`config.mk`:
```
export PLATFORM = sky130hd
export DESIGN_NAME = lsu_flat
export DESIGN_NICKNAME = d
export VERILOG_FILES = /design/src/rtl/lsu_pkg.sv /design/src/rtl/lsu_if.sv /design/src/rtl/lsu_align.sv /design/src/rtl/lsu.sv /design/src/flat_wrapper.sv
export SDC_FILE = /design/constraint.sdc
export NUM_CORES = 1
export LEC_CHECK = 0
export CORE_UTILIZATION = 47
export CTS_BUF_LIST = sky130_fd_sc_hd__clkbuf_2
export CTS_CLUSTER_SIZE = 24
export DETAILED_ROUTE_END_ITERATION = 6
export PLACE_DENSITY = 0.86
export RECOVER_POWER = 25
export SYNTH_ARGS = -nofsm -noshare
export SYNTH_HDL_FRONTEND = slang
export SYNTH_HIERARCHICAL = 1
export SYNTH_SLANG_ARGS = --single-unit
```
`constraint.sdc`:
```
create_clock -name i_clk -period 2.15 [get_ports i_clk]
set_clock_uncertainty 0.1 [all_clocks]
set_input_delay 0.43 -clock i_clk [delete_from_list [all_inputs] [get_ports i_clk]]
set_output_delay 0.43 -clock i_clk [all_outputs]
set_load 0.005 [all_outputs]
```
`src/rtl/lsu_pkg.sv`:
```
// Shared constants and types for the load/store unit and the decoder.
package lsu_pkg;

  // Width codes carried in funct3 of load/store instructions.
  localparam logic [2:0] F3_LB  = 3'b000;
  localparam logic [2:0] F3_LH  = 3'b001;
  localparam logic [2:0] F3_LW  = 3'b010;
  localparam logic [2:0] F3_LBU = 3'b100;
  localparam logic [2:0] F3_LHU = 3'b101;

  // One byte enable per byte lane of the 32-bit data bus.
  localparam int BE_WIDTH = 4;

  typedef enum logic [1:0] {
    IDLE = 2'd0,
    REQ  = 2'd1,
    WAIT = 2'd2,
    DONE = 2'd3
  } lsu_state_t;

endpackage

```
`src/rtl/lsu_if.sv`:
```
// Data memory port: request/grant for the command, rvalid for read data.
interface lsu_if
  import lsu_pkg::*;
#(
  parameter int DATA_WIDTH = 32,
  parameter int ADDR_WIDTH = 32
) ();

  logic                  mem_req;
  logic                  mem_we;
  logic [ADDR_WIDTH-1:0] mem_addr;
  logic [BE_WIDTH-1:0]   mem_be;
  logic [DATA_WIDTH-1:0] mem_wdata;
  logic                  mem_gnt;
  logic                  mem_rvalid;
  logic [DATA_WIDTH-1:0] mem_rdata;

  // The LSU issues commands and consumes grant/read data.
  modport master (
    output mem_req, mem_we, mem_addr, mem_be, mem_wdata,
    input  mem_gnt, mem_rvalid, mem_rdata
  );

  // The memory accepts commands and returns grant/read data.
  modport slave (
    input  mem_req, mem_we, mem_addr, mem_be, mem_wdata,
    output mem_gnt, mem_rvalid, mem_rdata
  );

endinterface

```
`src/rtl/lsu_align.sv`:
```
// Combinational lane handling: byte enables, store replication,
// request legality/alignment check and load lane extraction/extension.
module lsu_align
  import lsu_pkg::*;
#(
  parameter int DATA_WIDTH = 32
) (
  input  logic                  memread,
  input  logic                  memwrite,
  input  logic [2:0]            f3,
  input  logic [1:0]            offset,
  input  logic [DATA_WIDTH-1:0] wdata,
  output logic [BE_WIDTH-1:0]   be,
  output logic [DATA_WIDTH-1:0] wdata_rep,
  output logic                  err,
  input  logic [2:0]            rsp_f3,
  input  logic [1:0]            rsp_offset,
  input  logic [DATA_WIDTH-1:0] rdata,
  output logic [DATA_WIDTH-1:0] rdata_ext
);

  logic [DATA_WIDTH-1:0] lane_s;

  // Byte enables and store data replicated onto every lane of the access size.
  always_comb begin
    be        = 4'b1111;
    wdata_rep = wdata;
    case (f3[1:0])
      2'b00: begin
        be        = 4'b0001 << offset;
        wdata_rep = {4{wdata[7:0]}};
      end
      2'b01: begin
        be        = 4'b0011 << {offset[1], 1'b0};
        wdata_rep = {2{wdata[15:0]}};
      end
      default: begin
        be        = 4'b1111;
        wdata_rep = wdata;
      end
    endcase
  end

  // Reject conflicting flags, unknown width codes and misaligned halfword/word accesses.
  always_comb begin
    err = 1'b0;
    if (memread && memwrite) begin
      err = 1'b1;
    end else if (memread) begin
      case (f3)
        F3_LB, F3_LBU: err = 1'b0;
        F3_LH, F3_LHU: err = offset[0];
        F3_LW:         err = (offset != 2'b00);
        default:       err = 1'b1;
      endcase
    end else if (memwrite) begin
      case (f3)
        F3_LB:   err = 1'b0;
        F3_LH:   err = offset[0];
        F3_LW:   err = (offset != 2'b00);
        default: err = 1'b1;
      endcase
    end else begin
      err = 1'b0;
    end
  end

  // Shift the addressed lane down to bit 0, then sign- or zero-extend it.
  always_comb begin
    lane_s    = rdata >> {rsp_offset, 3'b000};
    rdata_ext = lane_s;
    case (rsp_f3)
      F3_LB:   rdata_ext = {{(DATA_WIDTH-8){lane_s[7]}}, lane_s[7:0]};
      F3_LH:   rdata_ext = {{(DATA_WIDTH-16){lane_s[15]}}, lane_s[15:0]};
      F3_LBU:  rdata_ext = {{(DATA_WIDTH-8){1'b0}}, lane_s[7:0]};
      F3_LHU:  rdata_ext = {{(DATA_WIDTH-16){1'b0}}, lane_s[15:0]};
      default: rdata_ext = lane_s;
    endcase
  end

endmodule

```
`src/rtl/lsu.sv`:
```
// Load/store unit: runs one memory access per load/store instruction and
// stalls the single-cycle core until that access has completed.
module lsu
  import lsu_pkg::*;
#(
  parameter int DATA_WIDTH = 32,
  parameter int ADDR_WIDTH = 32
) (
  input  logic                  i_clk,
  input  logic                  i_rst_n,
  input  logic                  i_memread,
  input  logic                  i_memwrite,
  input  logic [2:0]            i_f3,
  input  logic [ADDR_WIDTH-1:0] i_addr,
  input  logic [DATA_WIDTH-1:0] i_wdata,
  output logic                  o_stall,
  output logic [DATA_WIDTH-1:0] o_rdata,
  output logic                  o_done,
  output logic                  o_err,
  lsu_if.master                 mem
);

  lsu_state_t            state_r;
  logic [2:0]            f3_r;
  logic [1:0]            offset_r;
  logic                  done_r;
  logic                  err_r;
  logic [DATA_WIDTH-1:0] rdata_r;
  logic                  mem_req_r;
  logic                  mem_we_r;
  logic [ADDR_WIDTH-1:0] mem_addr_r;
  logic [BE_WIDTH-1:0]   mem_be_r;
  logic [DATA_WIDTH-1:0] mem_wdata_r;

  logic                  op_s;
  logic [BE_WIDTH-1:0]   be_s;
  logic [DATA_WIDTH-1:0] wdata_rep_s;
  logic                  req_err_s;
  logic [DATA_WIDTH-1:0] rdata_ext_s;

  assign op_s = i_memread | i_memwrite;

  // Request side uses the live decoder inputs; response side uses the latched access.
  lsu_align #(
    .DATA_WIDTH (DATA_WIDTH)
  ) u_align (
    .memread    (i_memread),
    .memwrite   (i_memwrite),
    .f3         (i_f3),
    .offset     (i_addr[1:0]),
    .wdata      (i_wdata),
    .be         (be_s),
    .wdata_rep  (wdata_rep_s),
    .err        (req_err_s),
    .rsp_f3     (f3_r),
    .rsp_offset (offset_r),
    .rdata      (mem.mem_rdata),
    .rdata_ext  (rdata_ext_s)
  );

  // The core advances only in DONE; any other cycle with a memory op freezes it.
  assign o_stall = op_s & (state_r != DONE);

  // Access sequencer with registered memory command, completion pulse and load result.
  always_ff @(posedge i_clk) begin
    if (!i_rst_n) begin
      state_r     <= IDLE;
      f3_r        <= 3'b000;
      offset_r    <= 2'b00;
      done_r      <= 1'b0;
      err_r       <= 1'b0;
      rdata_r     <= {DATA_WIDTH{1'b0}};
      mem_req_r   <= 1'b0;
      mem_we_r    <= 1'b0;
      mem_addr_r  <= {ADDR_WIDTH{1'b0}};
      mem_be_r    <= {BE_WIDTH{1'b0}};
      mem_wdata_r <= {DATA_WIDTH{1'b0}};
    end else begin
      done_r <= 1'b0;
      err_r  <= 1'b0;
      case (state_r)
        IDLE: begin
          if (op_s && req_err_s) begin
            state_r <= DONE;
            done_r  <= 1'b1;
            err_r   <= 1'b1;
            rdata_r <= {DATA_WIDTH{1'b0}};
          end else if (op_s) begin
            state_r     <= REQ;
            mem_req_r   <= 1'b1;
            mem_we_r    <= i_memwrite;
            mem_addr_r  <= {i_addr[ADDR_WIDTH-1:2], 2'b00};
            mem_be_r    <= be_s;
            mem_wdata_r <= wdata_rep_s;
            f3_r        <= i_f3;
            offset_r    <= i_addr[1:0];
          end else begin
            state_r <= IDLE;
          end
        end
        REQ: begin
          if (mem.mem_gnt) begin
            mem_req_r <= 1'b0;
            if (mem_we_r) begin
              state_r <= DONE;
              done_r  <= 1'b1;
            end else begin
              state_r <= WAIT;
            end
          end else begin
            state_r <= REQ;
          end
        end
        WAIT: begin
          if (mem.mem_rvalid) begin
            rdata_r <= rdata_ext_s;
            state_r <= DONE;
            done_r  <= 1'b1;
          end else begin
            state_r <= WAIT;
          end
        end
        DONE: begin
          state_r <= IDLE;
        end
        default: begin
          state_r <= IDLE;
        end
      endcase
    end
  end

  assign o_done        = done_r;
  assign o_err         = err_r;
  assign o_rdata       = rdata_r;
  assign mem.mem_req   = mem_req_r;
  assign mem.mem_we    = mem_we_r;
  assign mem.mem_addr  = mem_addr_r;
  assign mem.mem_be    = mem_be_r;
  assign mem.mem_wdata = mem_wdata_r;

endmodule

```
`src/flat_wrapper.sv`:
```
// flat-port wrapper written by rule: the top's interface ports become plain ports
module lsu_flat import lsu_pkg::*;
#(
  parameter int DATA_WIDTH = 32,
  parameter int ADDR_WIDTH = 32
)
  (i_clk, i_rst_n, i_memread, i_memwrite, i_f3, i_addr, i_wdata, o_stall, o_rdata, o_done, o_err, mem_mem_req, mem_mem_we, mem_mem_addr, mem_mem_be, mem_mem_wdata, mem_mem_gnt, mem_mem_rvalid, mem_mem_rdata);
  lsu_if #(.DATA_WIDTH(DATA_WIDTH), .ADDR_WIDTH(ADDR_WIDTH)) mem_i ();
  input  logic i_clk;
  input  logic i_rst_n;
  input  logic i_memread;
  input  logic i_memwrite;
  input  logic [2:0] i_f3;
  input  logic [ADDR_WIDTH-1:0] i_addr;
  input  logic [DATA_WIDTH-1:0] i_wdata;
  output logic o_stall;
  output logic [DATA_WIDTH-1:0] o_rdata;
  output logic o_done;
  output logic o_err;
  output wire logic [$bits(mem_i.mem_req)-1:0] mem_mem_req;
  output wire logic [$bits(mem_i.mem_we)-1:0] mem_mem_we;
  output wire logic [$bits(mem_i.mem_addr)-1:0] mem_mem_addr;
  output wire logic [$bits(mem_i.mem_be)-1:0] mem_mem_be;
  output wire logic [$bits(mem_i.mem_wdata)-1:0] mem_mem_wdata;
  input wire logic [$bits(mem_i.mem_gnt)-1:0] mem_mem_gnt;
  input wire logic [$bits(mem_i.mem_rvalid)-1:0] mem_mem_rvalid;
  input wire logic [$bits(mem_i.mem_rdata)-1:0] mem_mem_rdata;
  assign mem_mem_req = mem_i.mem_req;
  assign mem_mem_we = mem_i.mem_we;
  assign mem_mem_addr = mem_i.mem_addr;
  assign mem_mem_be = mem_i.mem_be;
  assign mem_mem_wdata = mem_i.mem_wdata;
  assign mem_i.mem_gnt = mem_mem_gnt;
  assign mem_i.mem_rvalid = mem_mem_rvalid;
  assign mem_i.mem_rdata = mem_mem_rdata;
  lsu #(.DATA_WIDTH(DATA_WIDTH), .ADDR_WIDTH(ADDR_WIDTH)) u_core (.i_clk(i_clk), .i_rst_n(i_rst_n), .i_memread(i_memread), .i_memwrite(i_memwrite), .i_f3(i_f3), .i_addr(i_addr), .i_wdata(i_wdata), .o_stall(o_stall), .o_rdata(o_rdata), .o_done(o_done), .o_err(o_err), .mem(mem_i));
endmodule
```
==> results of run 1 <==
state kept, by name (all words and copies together) (netlist names):
| signal | count |
|---|---|
| u_core/f3_r | 3 |
| u_core/mem.mem_addr | 30 |
| u_core/mem.mem_be | 4 |
| u_core/mem.mem_req | 1 |
| u_core/mem.mem_wdata | 32 |
| u_core/mem.mem_we | 1 |
| u_core/o_done | 1 |
| u_core/o_err | 1 |
| u_core/o_rdata | 32 |
| u_core/offset_r | 2 |
| u_core/state_r | 2 |
per-layer routing:
metal  vias to the layer above  track usage [%]  wire [um]  share of wire, %
met3                        33            6.431       1290               7.8
li1                       2802                -          -                 -
met1                      2556            28.64       6794                41
met2                       214            42.45       7896                48
met4                         0            12.21        512               3.1
met5                         -                0          0                 0
cell usage in the layout, fill, tap and decap left out, types with 2 or more instances in the layout:
cell	synthesis	routed
a211oi_1	7	7
a21o_1	3	3
a21oi_1	43	43
a22oi_1	2	2
a2bb2oi_1	7	7
a31oi_1	2	2
and4b_1	33	33
buf_12	8	11
buf_4	11	22
clkbuf_1	28	3
clkbuf_2	1	11
clkbuf_4	0	2
clkdlybuf4s50_1	0	191
clkinv_1	0	2
conb_1	1	2
dfxtp_1	109	87
dfxtp_2	0	21
dlymetal6s2s_1	0	13
inv_1	4	4
inv_6	0	2
mux2_2	25	25
mux2i_1	87	87
nand2_1	171	171
nand2b_1	4	4
nand3_1	17	17
nand3_2	2	2
nand3b_1	2	2
nor2_1	37	37
nor2_2	2	2
nor2b_1	10	10
o21ai_0	17	18
o21ai_1	31	31
o21bai_1	2	2
or2_2	2	2
cells in the mapped netlist, drive strengths merged:
library cell  instances
nor3b                 1
nor2b                10
nand3b                2
nor3                  1
nand2               172
clkbuf               31
nand2b                4
and4b                33
and2                  1
mux2                 26
xor2                  1
a221oi                1
a22oi                 2
conb                  1
buf                  40
nand3                19
nor2                 39
o32ai                 1
a211oi                7
dfxtp               109
mux2i                87
a21oi                43
mux4                  1
o21a                  1
o21bai                2
inv                   4
or2                   2
a31oi                 2
o21ai                49
a32oi                 2
nor4                  1
a21o                  3
a2bb2oi               7
cell type report:
class	count	area (um2)	area share (%)
repair buffers	245	2510	30.07
flip-flops and latches	109	2212	26.50
well taps	168	210.2	2.518
clock buffers	10	50.05	0.5995
multi-input cells	522	3307	39.61
clock inverters	6	43.79	0.5246
inverters	4	15.01	0.1799
cells by family (layout without fill, tap and decap cells):
family / Yosys count / count (layout) / synth area share, %
AO/OA/AOI/OAI: 120 / 120 / 11.73
XOR/XNOR: 1 / 1 / 0.1458
buffers and inverters: 75 / 265 / 8.623
flip-flops: 109 / 109 / 36.33
multiplexers: 114 / 114 / 19.81
other: 1 / 2 / 0.06243
AND/OR/NAND/NOR: 285 / 285 / 23.31
worst paths after layout:
kind | from | endpoint | slack [ns] | cells after the start
min | i_rst_n | u_core/o_rdata[16]$_SDFFE_PN0P_ | 0.17 | 3
max | u_core/mem.mem_wdata[7]$_SDFFE_PN0P_ | mem_mem_wdata[7] | 0.07 | 1
min reg2reg | u_core/mem.mem_wdata[7]$_SDFFE_PN0P_ | u_core/mem.mem_wdata[7]$_SDFFE_PN0P_ | 0.37 | 2
max reg2reg | u_core/offset_r[1]$_SDFFE_PN0P_ | u_core/o_rdata[25]$_SDFFE_PN0P_ | 0.19 | 7
metrics by stage:
| stage | TNS [ns] | cells |
|---|---|---|
| finish | 0 | 1064 |
| global route | 0 | 1064 |
| CTS | 0 | 1064 |
| detailed placement | -35.71 | 1047 |
| global placement | -30.97 | 1047 |
| floorplan | 0 | 706 |
where the power goes:
group | switching, mW | internal (mW)
logic | 0.721 | 0.834
registers | 0.0863 | 2.17
clock network | 0.706 | 0.168
total | 1.51 | 3.17
what timing repair did:
action,in CTS,in global routing
setup buffers,1,0
setup endpoints to repair,9,34
gates resized for setup,11,41
pin swaps,0,0
==> results_dict.tcl, run 1 <==
set metrics [dict create \
    synth_top_area_cell "dfxtp_1" \
    syn_to_final_growth_pct 38.97 \
    drc 1 \
    finalHoldViolCount 0 \
    cp.arrival_ns 1.55 \
    syn_inst 705 \
    synth_cell_types 46 \
    setup_viol 0 \
    final_cell_area_um2 8348 \
    path_delay_family "buffers and inverters" \
    vias 5605 \
    fp.dieW_um 115.1 \
    cp_cell_sequence "clkdlybuf4s50_1" \
    finalCriticalPeriod_ns 2.077 \
    netlist_area_um2 6007 \
    crit_path_start_kind "flop" \
    start_util_pct 49.19 \
    hold_class "in2reg" \
    cp-end-kind "output port" \
    hold_slack_ns 0.1706 \
    grt_usage_pct 24.75 \
    worstMarginPinSlew_ns 0.6289 \
    dpl.hpwl_mm 12.02 \
    fillCellCount 992 \
    place_area_um2 8242 \
    path_buf_inv 1 \
    die_area_um2 13240 \
    cp.required_ns 1.62 \
    gp_congestion 0.8499 \
    synth_top_cell_area_share_pct 36.33 \
    drtPass1Iterations 7 \
    antenna_found_initial 0 \
    power_density_nw_per_um2 561.2 \
    clk_pin_slew_ns 0.32 \
    clock-root-buffer "clkbuf_2" \
    crit_slowest_cell "clkdlybuf4s50_1" \
    postRouteAntennaNets 0 \
    routed_wl_mm 16.49 \
    drive_gt1_share_pct 12.28 \
    wire_per_inst_um 15.50 \
    cts_hold_buf 0 \
    total_leakage_power_nw 3.404 \
    grt_pass1_wl_mm 25.57 \
    portBuffers 207 \
    max_cap_viol_count 0 \
    yosysSeqAreaShare_pct 36.33 \
    max_freq_mhz 481.4 \
    worst_slack_ns 0.07285 \
    die_h_um 115.1 \
    cpPeakStageDelay_ns 0.54 \
    crit_fanout 2 \
    cts_max_level 3 \
    drt-vias-per-instance 5.268 \
    rows 40 \
    grt_max_degree 59 \
    fin_crit_sh_pct 96.61 \
    violations "design-rule violations" \
    nNetsFinal 996 \
    outcome "finished, violations left" \
    grt_overflow_total 0 \
    dr.first_iter.drc_count 467 \
    grt_pass1_vias 5196 \
    clockBufferDepth 2 \
    coreArea_um2 12210 \
    worstSkewPairLatency_ns 0.61 \
    slew_headroom_pct 57.63 \
    antenna_cells 0 \
    clock-sinks 109 \
    ys_ff_latch 109 \
    pin_count 210 \
    finish.utilization_pct 68.36 \
    drv_slew 0 \
    ir_drop_uv 406.1 \
    synthTopCellsByArea "dfxtp_1 36%, mux2i_1 14%, nand2_1 11%, and4b_1 5.5%, mux2_2 4.7%" \
    rsz0062_at_grt "false" \
    path_class "reg2out" \
    cts_inserted_buffers 9 \
    synth_area_per_cell_um2 8.521 \
    power.total_mw 4.685 \
    cts_tree "built" \
    post-place-ws_ns -0.4332 \
    yosys_warnings 6 \
]
Power figures use the tool's default switching activity.
==> run 2, diff against run 1 <==
--- a/config.mk
+++ b/config.mk
@@ -5,11 +5,12 @@
 export SDC_FILE = /design/constraint.sdc
 export NUM_CORES = 1
 export LEC_CHECK = 0
-export CORE_UTILIZATION = 47
+export CORE_UTILIZATION = 66
 export CTS_BUF_LIST = sky130_fd_sc_hd__clkbuf_2
 export CTS_CLUSTER_SIZE = 24
 export DETAILED_ROUTE_END_ITERATION = 6
-export PLACE_DENSITY = 0.86
+export DONT_BUFFER_PORTS = 1
+export PLACE_DENSITY = 0.85
 export RECOVER_POWER = 25
 export SYNTH_ARGS = -nofsm -noshare
 export SYNTH_HDL_FRONTEND = slang
==> run 2 against run 1 <==
Die area fell by 28%. Clock-buffer cell count fell by 1. Wire length rose by 24%. Largest cell class unchanged. Register-to-register slack got worse by 0.17 ns. The flow finishes with violations (design-rule violations, negative setup slack). Worst setup slack got worse by 0.14 ns. Clock power rose by 9.6%.
==> results_dict.tcl, run 2 (synthesized netlist as in run 1, its figures left out) <==
set metrics [dict create \
    drt-vias-per-instance 6.558 \
    intPower_mw 2.992 \
    drv_slew 0 \
    grt_pass1_wl_mm 31.17 \
    setup_viol 3 \
    max_cap_viol_count 0 \
    antenna_cells 0 \
    finalCriticalPeriod_ns 2.221 \
    grt_pass1_vias 6165 \
    p_comb_share_pct 28.2 \
    die_area_um2 9487 \
    worstMarginPinSlew_ns 0.7852 \
    fillCellCount 485 \
    final_cell_mix "171 x nand2_1, 133 x dlygate4sd3_1, 107 x dfxtp_1, 87 x mux2i_1, 43 x a21oi_1" \
    cts_max_level 3 \
    grt_overflow_total 0 \
    gp_congestion 0.9577 \
    clock-sinks 109 \
    drc 4 \
    crit_slowest_cell "dlygate4sd3_1" \
    path_buf_inv 2 \
    pin_count 210 \
    drive_gt1_share_pct 9.789 \
    post-place-ws_ns 0.04811 \
    power.total_mw 4.563 \
    multi_input_area_um2 3311 \
    clock-root-buffer "clkbuf_2" \
    violations "design-rule violations, negative setup slack" \
    cts_inserted_buffers 9 \
    drtPass1Iterations 7 \
    path_delay_family "buffers and inverters" \
    r2r_slack_ns 0.02 \
    cts_tree "built" \
    wire_per_inst_um 22.42 \
    start_util_pct 68.55 \
    routed_wl_mm 20.51 \
    final_cell_area_um2 7357 \
    postRouteAntennaNets 0 \
    die_h_um 97.40 \
    rows 34 \
    clk_pin_slew_ns 0.33 \
    fp.dieW_um 97.40 \
    clock_power_share_pct 21.0 \
    cp.arrival_ns 2.71 \
    worstSkewPairLatency_ns 0.60 \
    vias 6001 \
    grt_usage_pct 41.30 \
    antenna_found_initial 0 \
    ff_latch_area_um2 2190 \
    fin_crit_sh_pct 103.3 \
    cp.required_ns 2.64 \
    portBuffers 0 \
    final_common_cell "nand2_1" \
    total_leakage_power_nw 2.811 \
    coreArea_um2 8763 \
    dpl.cell_count 759 \
    crit_path_start_kind "primary input" \
    cpPeakStageDelay_ns 1.05 \
    dr.first_iter.drc_count 429 \
    clockBufferDepth 2 \
    outcome "finished, violations left" \
    finalHoldViolCount 0 \
    dpl.hpwl_mm 10.10 \
    hold_class "in2reg" \
    seqPwrFrac_pct 50.8 \
    switching_share_pct 34.44 \
    path_class "in2reg" \
    worst_slack_ns -0.07063 \
    crit_fanout 22 \
    nNetsFinal 907 \
    finalNonFillerCells 915 \
    power_density_nw_per_um2 620.3 \
    cp_cell_sequence "dlygate4sd3_1 > nand2_1 > o21ai_0 > nand2_1 > mux2i_1 > dlygate4sd3_1" \
    max_freq_mhz 450.3 \
    place_area_um2 5839 \
    grt_max_degree 100 \
    ir_drop_uv 413.9 \
    slew_headroom_pct 47.48 \
    p_sw_mw 1.572 \
    cp-end-kind "flop" \
    syn_to_final_growth_pct 22.47 \
]
## run 2: changes by cell type in the layout (fill, tap and decap cells not counted), moves of 5 or more
cell / change
buf_12: -5
buf_4: -7
clkdlybuf4s50_1: -191
dfxtp_1: +20
dfxtp_2: -21
dlygate4sd3_1: +133
dlymetal6s2s_1: -13
## run 2: power groups by stage
stage / clock, mW / combinational [mW] / sequential [mW]
2_1_floorplan: 0 / 0.915 / 2.28
3_5_place_dp: 0 / 0.927 / 2.34
5_1_grt: 1.03 / 1.37 / 2.33
6_report: 0.958 / 1.29 / 2.32
3_3_place_gp: 0 / 0.889 / 2.34
4_1_cts: 0.950 / 1.17 / 2.31
## run 2: metrics by stage
step	setup TNS, ns	util, %	hold slack [ns]
final	-0.1246	83.95	0.04876
after detailed placement	0	66.63	0.3696
after global routing	-0.1116	83.95	0.01973
after floorplan	0	-	0.3434
after global placement	0	66.63	0.3638
after CTS	0	83.41	0.002334
## run 2: final cells by class
class                      instances  area share, %
clock buffer                       9         0.6122
clock inverter                     7         0.9014
inverter                           4         0.2041
multi-input combinational        522          45.00
sequential                       109          29.76
tap                              108          1.837
timing repair buffer             156          21.68
## run 2: layer usage
metal / up-vias / share of wire (%) / track usage (%)
li1: 2612 / - / -
met1: 2773 / 33 / 42.40
met2: 458 / 48 / 72.24
met3: 158 / 11 / 11.37
met4: 0 / 8.1 / 29.07
met5: - / 0 / 0
## run 2: worst register-to-register path, cell delays in order, from the launching register on
cell           delay [ns]
dfxtp_4              0.46
nand2_1              0.11
nand2_1              0.09
dlygate4sd3_1        0.60
a31oi_1              0.17
dlygate4sd3_1        0.58
## run 2: path summary, 6_finish.rpt
| path | from | endpoint | depth (start not counted) |
|---|---|---|---|
| min | i_f3[1] | u_core/mem.mem_wdata[21]$_SDFFE_PN0P_ | 3 |
| max | i_f3[1] | u_core/mem.mem_wdata[28]$_SDFFE_PN0P_ | 6 |
| max reg2reg | u_core/state_r[1]$_SDFF_PN0_ | u_core/o_done$_SDFF_PN0_ | 5 |
| min reg2reg | u_core/mem.mem_addr[14]$_SDFFE_PN0P_ | u_core/mem.mem_addr[14]$_SDFFE_PN0P_ | 2 |
## run 2: what timing repair did
item | CTS | global route
endpoints found under the setup margin | 0 | 16
endpoints found under the hold margin | 109 | 0
hold buffers | 134 | 0
setup buffers | 0 | 6
gates resized for setup | 0 | 4
